--- config.mk ---
export PLATFORM = sky130hd
export DESIGN_NAME = sonar_tx_sequencer_flat
export DESIGN_NICKNAME = d
export VERILOG_FILES = /design/src/rtl/sonar_tx_sequencer_if.sv /design/src/rtl/sonar_tx_sequencer.sv /design/src/flat_wrapper.sv
export SDC_FILE = /design/constraint.sdc
export NUM_CORES = 1
export LEC_CHECK = 0
export BUFFER_PORTS_ARGS = -buffer_cell sky130_fd_sc_hd__buf_4
export CORE_ASPECT_RATIO = 0.5
export CORE_MARGIN = 10
export CORE_UTILIZATION = 29
export CTS_BUF_LIST = sky130_fd_sc_hd__clkbuf_16
export DETAILED_ROUTE_END_ITERATION = 12
export PLACE_DENSITY = 0.49
export SETUP_SLACK_MARGIN = 0.5
export SKIP_LAST_GASP = 1
export SYNTH_ARGS = -nofsm -noshare
export SYNTH_HDL_FRONTEND = slang
export SYNTH_SLANG_ARGS = --single-unit
--- constraint.sdc ---
create_clock -name clock -period 2 [get_ports clock]
set_input_delay 0.4 -clock clock [delete_from_list [all_inputs] [get_ports clock]]
set_output_delay 0.4 -clock clock [all_outputs]
set_load 0.02 [all_outputs]
--- src/rtl/sonar_tx_sequencer_if.sv ---
// Bundle of frame request, BCD payload and serial-transmitter handshake
// signals between the sonar controller and the character sequencer.
interface sonar_tx_sequencer_if;
  logic        start;
  logic [11:0] angulo;
  logic [11:0] medida;
  logic        tx_pronto;
  logic        tx_partida;
  logic [6:0]  tx_dado;
  logic        ocupado;
  logic        fim;
  logic        erro;
  logic [3:0]  db_estado;

  modport master (
    output start, angulo, medida, tx_pronto,
    input  tx_partida, tx_dado, ocupado, fim, erro, db_estado
  );

  modport slave (
    input  start, angulo, medida, tx_pronto,
    output tx_partida, tx_dado, ocupado, fim, erro, db_estado
  );
endinterface

--- src/rtl/sonar_tx_sequencer.sv ---
// Sends one "aaa,mmm#" ASCII frame per start request, one character at a time,
// waiting for the serial transmitter to finish each one or aborting on timeout.
module sonar_tx_sequencer #(
  parameter int unsigned TIMEOUT_CYCLES = 1_000_000
) (
  input logic                  clock,
  input logic                  reset,
  sonar_tx_sequencer_if.slave  bus
);

  localparam int unsigned CW = (TIMEOUT_CYCLES > 1) ? $clog2(TIMEOUT_CYCLES) : 1;
  localparam logic [CW-1:0] COUNT_LAST = CW'(TIMEOUT_CYCLES - 1);

  typedef enum logic [3:0] {
    IDLE = 4'h0,
    LOAD = 4'h1,
    SEND = 4'h2,
    WAIT = 4'h3,
    NEXT = 4'h4,
    DONE = 4'h5,
    ERR  = 4'hF
  } state_t;

  state_t        state, state_next;
  logic [11:0]   angulo_q, medida_q;
  logic [2:0]    index;
  logic [CW-1:0] count;
  logic          timeout;
  logic          tx_partida_c, ocupado_c, fim_c, erro_c;
  logic [6:0]    tx_dado_c;

  function automatic logic [6:0] bcd_ascii(input logic [3:0] nibble);
    return (nibble <= 4'd9) ? (7'h30 + {3'b000, nibble}) : 7'h3F;
  endfunction

  assign timeout = (count == COUNT_LAST);

  always_ff @(posedge clock) begin
    if (reset) state <= IDLE;
    else       state <= state_next;
  end

  always_comb begin
    state_next   = state;
    tx_partida_c = 1'b0;
    fim_c        = 1'b0;
    erro_c       = 1'b0;
    ocupado_c    = (state != IDLE);
    case (state)
      IDLE: if (bus.start) state_next = LOAD;
      LOAD: state_next = SEND;
      SEND: begin
        tx_partida_c = 1'b1;
        state_next   = WAIT;
      end
      // A completion pulse beats a simultaneous timeout.
      WAIT: begin
        if (bus.tx_pronto)  state_next = NEXT;
        else if (timeout)   state_next = ERR;
      end
      NEXT: state_next = (index == 3'd7) ? DONE : SEND;
      DONE: begin
        fim_c      = 1'b1;
        state_next = IDLE;
      end
      ERR: begin
        erro_c     = 1'b1;
        state_next = IDLE;
      end
      default: state_next = IDLE;
    endcase
  end

  // The counter saturates at its terminal value so it can never wrap.
  always_ff @(posedge clock) begin
    if (reset) begin
      angulo_q <= 12'h000;
      medida_q <= 12'h000;
      index    <= 3'd0;
      count    <= '0;
    end else begin
      case (state)
        LOAD: begin
          angulo_q <= bus.angulo;
          medida_q <= bus.medida;
          index    <= 3'd0;
          count    <= '0;
        end
        SEND: count <= '0;
        WAIT: if (!bus.tx_pronto && !timeout) count <= count + 1'b1;
        NEXT: if (index != 3'd7) index <= index + 3'd1;
        default: ;
      endcase
    end
  end

  always_comb begin
    case (index)
      3'd0:    tx_dado_c = bcd_ascii(angulo_q[11:8]);
      3'd1:    tx_dado_c = bcd_ascii(angulo_q[7:4]);
      3'd2:    tx_dado_c = bcd_ascii(angulo_q[3:0]);
      3'd3:    tx_dado_c = 7'h2C;
      3'd4:    tx_dado_c = bcd_ascii(medida_q[11:8]);
      3'd5:    tx_dado_c = bcd_ascii(medida_q[7:4]);
      3'd6:    tx_dado_c = bcd_ascii(medida_q[3:0]);
      default: tx_dado_c = 7'h23;
    endcase
  end

  assign bus.tx_partida = tx_partida_c;
  assign bus.tx_dado    = tx_dado_c;
  assign bus.ocupado    = ocupado_c;
  assign bus.fim        = fim_c;
  assign bus.erro       = erro_c;
  assign bus.db_estado  = state;

endmodule

--- src/flat_wrapper.sv ---
// flat-port wrapper written by rule: the top's interface ports become plain ports
module sonar_tx_sequencer_flat 
#(
  parameter int unsigned TIMEOUT_CYCLES = 1_000_000
)
  (clock, reset, bus_start, bus_angulo, bus_medida, bus_tx_pronto, bus_tx_partida, bus_tx_dado, bus_ocupado, bus_fim, bus_erro, bus_db_estado);
  sonar_tx_sequencer_if bus_i ();
  input logic clock;
  input logic reset;
  input wire logic [$bits(bus_i.start)-1:0] bus_start;
  input wire logic [$bits(bus_i.angulo)-1:0] bus_angulo;
  input wire logic [$bits(bus_i.medida)-1:0] bus_medida;
  input wire logic [$bits(bus_i.tx_pronto)-1:0] bus_tx_pronto;
  output wire logic [$bits(bus_i.tx_partida)-1:0] bus_tx_partida;
  output wire logic [$bits(bus_i.tx_dado)-1:0] bus_tx_dado;
  output wire logic [$bits(bus_i.ocupado)-1:0] bus_ocupado;
  output wire logic [$bits(bus_i.fim)-1:0] bus_fim;
  output wire logic [$bits(bus_i.erro)-1:0] bus_erro;
  output wire logic [$bits(bus_i.db_estado)-1:0] bus_db_estado;
  assign bus_i.start = bus_start;
  assign bus_i.angulo = bus_angulo;
  assign bus_i.medida = bus_medida;
  assign bus_i.tx_pronto = bus_tx_pronto;
  assign bus_tx_partida = bus_i.tx_partida;
  assign bus_tx_dado = bus_i.tx_dado;
  assign bus_ocupado = bus_i.ocupado;
  assign bus_fim = bus_i.fim;
  assign bus_erro = bus_i.erro;
  assign bus_db_estado = bus_i.db_estado;
  sonar_tx_sequencer #(.TIMEOUT_CYCLES(TIMEOUT_CYCLES)) u_core (.clock(clock), .reset(reset), .bus(bus_i));
endmodule
Word level (Yosys, flattened, before mapping) --
Cells that the tools add are included.
Storage, ports and cells: register bits after elaboration 51, bits of input ports 28, output and inout port bits 15, word-level logic and storage cells 69
Cells by class: $add $sub $neg 8, magnitude comparators 6, equal/unequal tests 19, mux-type cells 19, reductions and logical operators 12
Operator list (count):
- $pmux 7 s7 | 1
- $add 6x4->7 const A | 6
- $mux 7 | 6
- $pmux 20 s2 | 1
- $le 4x4->1 const B | 6
- $add 20x1->20 const B | 1
- $eq 20x20->1 const B | 1
- $mux 20 | 1
- $pmux 4 s5 | 1
- $eq 3x3->1 const B | 4
- $mux 4 | 3
- $eq 4x2->1 const B | 2
- $eq 4x3->1 const B | 2
- $eq 3x2->1 const B | 2
- $mux 3 | 2
- $pmux 3 s2 | 1
- $reduce_and 2->1 | 3
- $eq 4x1->1 const B | 1
- $eq 4x4->1 const B | 1
- $logic_not 4->1 | 1
- $ne 2x1->1 const B | 2
- $reduce_bool 2->1 | 2
- $reduce_bool 4->1 | 1
- $add 3x1->3 const B | 1
- other kinds (9) | 12

Logic depth before layout (Yosys ltp) --
word-level depth 5, gate-level depth with buffers 8, mapped depth without buffers 6

Worst setup path after synthesis --
Ideal clock, no wire load.
path type register to output, from register u_core.index[2], to output bus_tx_dado[0], arrival time 1354 ps, required time 1600 ps, setup slack 246 ps, stages on the path, launching flop included 5, buffers on the path 0, cell sequence dfxtp_1 clkinv_1 ha_1 nor4_1 a221o_1
On the way: longest elaborated chain between the ends 2, elaborated cells between the ends (all ways) 8, those cells by class 6 x eq/ne; 1 x mux; 1 x reduce/logical
Ends and longest elaborated chain:
- start: declaration | line sonar_tx_sequencer.sv:26 | logic [2:0] index;
- start signal: assignment | line sonar_tx_sequencer.sv:91 | NEXT: if (index != 3'd7) index <= index + 3'd1;
- $eq 3x3->1, or another cell as far along | line sonar_tx_sequencer.sv:98 | case (index)
- $pmux 7 s7 * | line sonar_tx_sequencer.sv:98
- end: declaration | line flat_wrapper.sv:15 | output wire logic [$bits(bus_i.tx_dado)-1:0] bus_tx_dado;
Mark *: on every way between the ends. The rest lies on a longest branch, timed or not.

Worst setup path after layout --
from register u_core.index[1], to output bus_tx_dado[3]
The elaborated chain is that of the path after synthesis.

==> flow_summary.yaml <==
run_status:
  status: "finished, violations left"
  violations: "negative setup slack"
global_routing:
  grt_pass1_vias: 2754
  grt_util_all_layers_pct: 11.8
  grt_pass1_wl_um: 13600
  grt.overflow.total: 0
  grt_max_degree: 54
  antenna_found_initial: 0
layout:
  multiInputGateArea_sq_um: 2310
  drive_gt1_share_pct: 59.7
  nFillCells: 849
  final_cells: 555
  nets: 468
  syn_to_final_growth_pct: 70.5
  final-seq-area_sq_um: 1090
  diodes: 0
  utilization_pct: 50.2
route:
  post_drt_wl_per_cell_um: 17.4
  drc: 0
  first_pass_iters: 4
  via_per_inst: 5.39
  via_count: 2992
  first_iter_violations: 190
  drt-total-wl_um: 9650
  ant_nets: 0
timing:
  timing.final.crit_period_ns: 2.06
  rsz0062_at_grt: "true"
  worstMarginPinSlew_ns: 0.755
  slew_headroom_pct: 49.6
  max_freq_mhz: 485
  finalClockSkew_ns: 0.00622
  worst_slack_ns: -0.0639
  fin_crit_sh_pct: 103
  setup-violations-final: 2
  hold_violations: 0
  final_max_slew_viol_count: 0
  setup_tns_ns: -0.0784
cts:
  clockBufferDepth: 2
  clock-root-buffer: "clkbuf_16"
  cts_tree: "built"
  cts_max_level: 2
  cts.sinks: 51
  cts-buffers-inserted: 5
  clkTransAtPathRegs_ns: 0.07
  hold_buffers: 0
  insertion_delay_ns: 0.29
pwr:
  p_switching_mw: 1.50
  internal_power_mw: 2.56
  seq_power_share_pct: 30.8
  p_sw_share_pct: 36.9
  power_per_cell_area_nw_per_um2: 863
  p_clk_share_pct: 20.3
  p_leak_nw: 1.79
  peakVddDrop_uv: 283
  comb_power_share_pct: 48.9
critical_path:
  crit_slowest_cell: "dfxtp_4"
  path_class: "reg2out"
  arrival_ns: 1.66
  startpoint: "u_core.index[1]$_SDFFE_PP0P_"
  reg2reg_depth: 7
  path_cells: "inv_4 -> ha_4 -> a222oi_1 -> nand2_1 -> a21o_1 -> buf_6"
  reg2reg_to: "u_core.count[5]$_SDFFE_PP0P_"
  crit-reg2reg-launch: "u_core.bus.db_estado[0]$_SDFFE_PP0P_"
  cp.depth: 6
  crit_path_max_fanout: 7
  endpoint_kind: "output pin"
  critPathBufInv: 2
  worstPathRequired_ns: 1.60
  worstSetupStartpointType: "flip-flop"
  critPathTopFamily: "compound AO/OA/AOI/OAI gates"
  max_stage_delay_ns: 0.40
  endpoint: "bus_tx_dado[3]"
  ff2ff_setup_slack_ns: 0.27
placed_design:
  numPortBuffers: 40
  gp_congestion: 0.901
  dpl.cell_count: 496
  post-dp-hpwl_um: 5500
synthesis:
  synth_commonest_cells: "nand2_1, dfxtp_1, a21oi_1"
  async_reset_ff_share_pct: 0
  synth_seq_area_share_pct: 37.1
  synth-seq-cells: 51
  netlist.top_cell.by_area: "dfxtp_1"
  syn_area_sq_um: 2750
  avgSynthCellArea_sq_um: 7.82
  synthTopCellsByArea: "dfxtp_1, nand2_1, a21oi_1, a211o_1, ha_1"
  synthFlopType: "dfxtp_1"
  synth_edf_count: 0
  ys_types: 54
  syn_inst: 352
  yosysWarnings: 0
  synth_top_area_share_pct: 37.1
  synth_nets: 387
  yosysMostFrequentCell: "nand2_1"
worst_hold_path:
  min_path_type: "in2reg"
floorplan:
  die_h_um: 88.9
  die_area_sq_um: 14000
  start_util_pct: 29.4
  row_count: 25
  die_w_um: 158
  core_area_sq_um: 9350
  io_pins: 43
flow_run:
  maxCapViolations: 0
timing repair:
| item | 4_1_cts | 5_1_grt |
|---|---|---|
| endpoints found under the setup margin | 34 | 57 |
| gates resized for setup | 75 | 139 |
| cloned | 1 | 6 |
| buffers inserted | 26 | 18 |
| pin swaps | 30 | 74 |
worst min-delay path by stage:
| stage | start | to | cells past startpoint |
|---|---|---|---|
| floorplan | u_core.count[18]$_SDFFE_PP0P_ | u_core.count[18]$_SDFFE_PP0P_ | 1 |
| CTS | bus_tx_pronto | u_core.bus.db_estado[3]$_SDFFE_PP0P_ | 2 |
| detailed placement | u_core.medida_q[4]$_SDFFE_PP0P_ | u_core.medida_q[4]$_SDFFE_PP0P_ | 2 |
| finish | bus_angulo[5] | u_core.angulo_q[5]$_SDFFE_PP0P_ | 3 |
| global route | bus_angulo[9] | u_core.angulo_q[9]$_SDFFE_PP0P_ | 3 |
| global placement | u_core.count[18]$_SDFFE_PP0P_ | u_core.count[18]$_SDFFE_PP0P_ | 1 |
cells in the final DEF, fill, tap and decap left out, drive strengths merged, types with 2 or more instances in the layout:
cell,Yosys,final
clkinv,2,3
nor4b,2,2
clkbuf,14,7
a41oi,3,3
nand4,4,4
a311oi,3,3
nor2,17,17
dfxtp,51,51
a222oi,2,2
o21a,4,4
nor3,6,6
nor3b,2,2
nand2b,4,4
o41ai,2,2
nand3,11,11
a211oi,5,5
o21ai,21,21
and4,3,3
and3,3,3
a211o,10,10
buf,12,98
inv,8,10
or3,6,6
a21oi,47,47
a21o,2,2
nand4b,2,2
nand2,64,64
nand3b,2,2
nor4,4,4
a31oi,8,8
or4,3,3
a32oi,3,3
conb,2,2
ha,7,7
worst register-to-register path: stages (launching register included):
cell and delay, ns:
dfxtp_4 0.36, buf_6 0.12, xnor2_4 0.13, o32a_1 0.36
buf_6 0.15, a21oi_4 0.18, a41oi_2 0.14, a211oi_2 0.21
through the flow:
| step | setup WS, ns | area [sq um] | total power, mW | hold slack [ns] |
|---|---|---|---|---|
| 6_report | -0.0639 | 4700 | 4.05 | 0.350 |
| 5_1_grt | -0.131 | 4700 | 4.25 | 0.350 |
| 3_5_place_dp | 0.164 | 3290 | 2.16 | 0.451 |
| 3_3_place_gp | 0.237 | 3290 | 2.15 | 0.444 |
| 4_1_cts | -0.0760 | 3940 | 3.36 | 0.336 |
| 2_1_floorplan | 0.350 | 2940 | 1.88 | 0.427 |
metal layers:
metal	global-route usage (%)	vias up	share of wire (%)
met3	2.40	12	3.8
li1	-	1458	-
met2	20.8	60	51
met4	3.71	0	1.4
met1	14.2	1462	43
met5	0	-	0
sequential cells by signal, indices dropped and copies added, names as in the netlist:
signal / count
u_core.count: 20
u_core.angulo_q: 12
u_core.medida_q: 12
u_core.bus.db_estado: 4
u_core.index: 3
cell families (layout without fill, tap and decap cells):
| logic type | count (synthesis) | count (layout) | share of synthesized area (%) |
|---|---|---|---|
| mux | 1 | 1 | 0.363 |
| flops | 51 | 51 | 37.1 |
| other cells | 2 | 2 | 0.273 |
| xor+xnor | 1 | 1 | 0.318 |
| buf+inv | 36 | 118 | 5.86 |
| fa+ha+maj | 7 | 7 | 3.18 |
| compound gates | 117 | 117 | 27.2 |
| simple gates | 137 | 137 | 25.8 |
power by group through the flow:
| stage | Clock, mW | Combinational, mW | Sequential, mW |
|---|---|---|---|
| finish | 0.822 | 1.98 | 1.25 |
| global route | 0.879 | 2.11 | 1.26 |
| CTS | 0.848 | 1.27 | 1.24 |
| detailed placement | 0 | 0.911 | 1.25 |
| global placement | 0 | 0.901 | 1.25 |
| floorplan | 0 | 0.659 | 1.22 |
final cells by class:
class                           count  share of cell area, %
Tap cell                          121                   3.22
Clock inverter                      3                  0.240
Inverter                           10                   1.01
Clock buffer                        5                   2.66
Timing Repair Buffer              100                   20.4
Multi-Input combinational cell    265                   49.1
Sequential cell                    51                   23.3
Note: power is estimated with default switching activity, not from simulation.
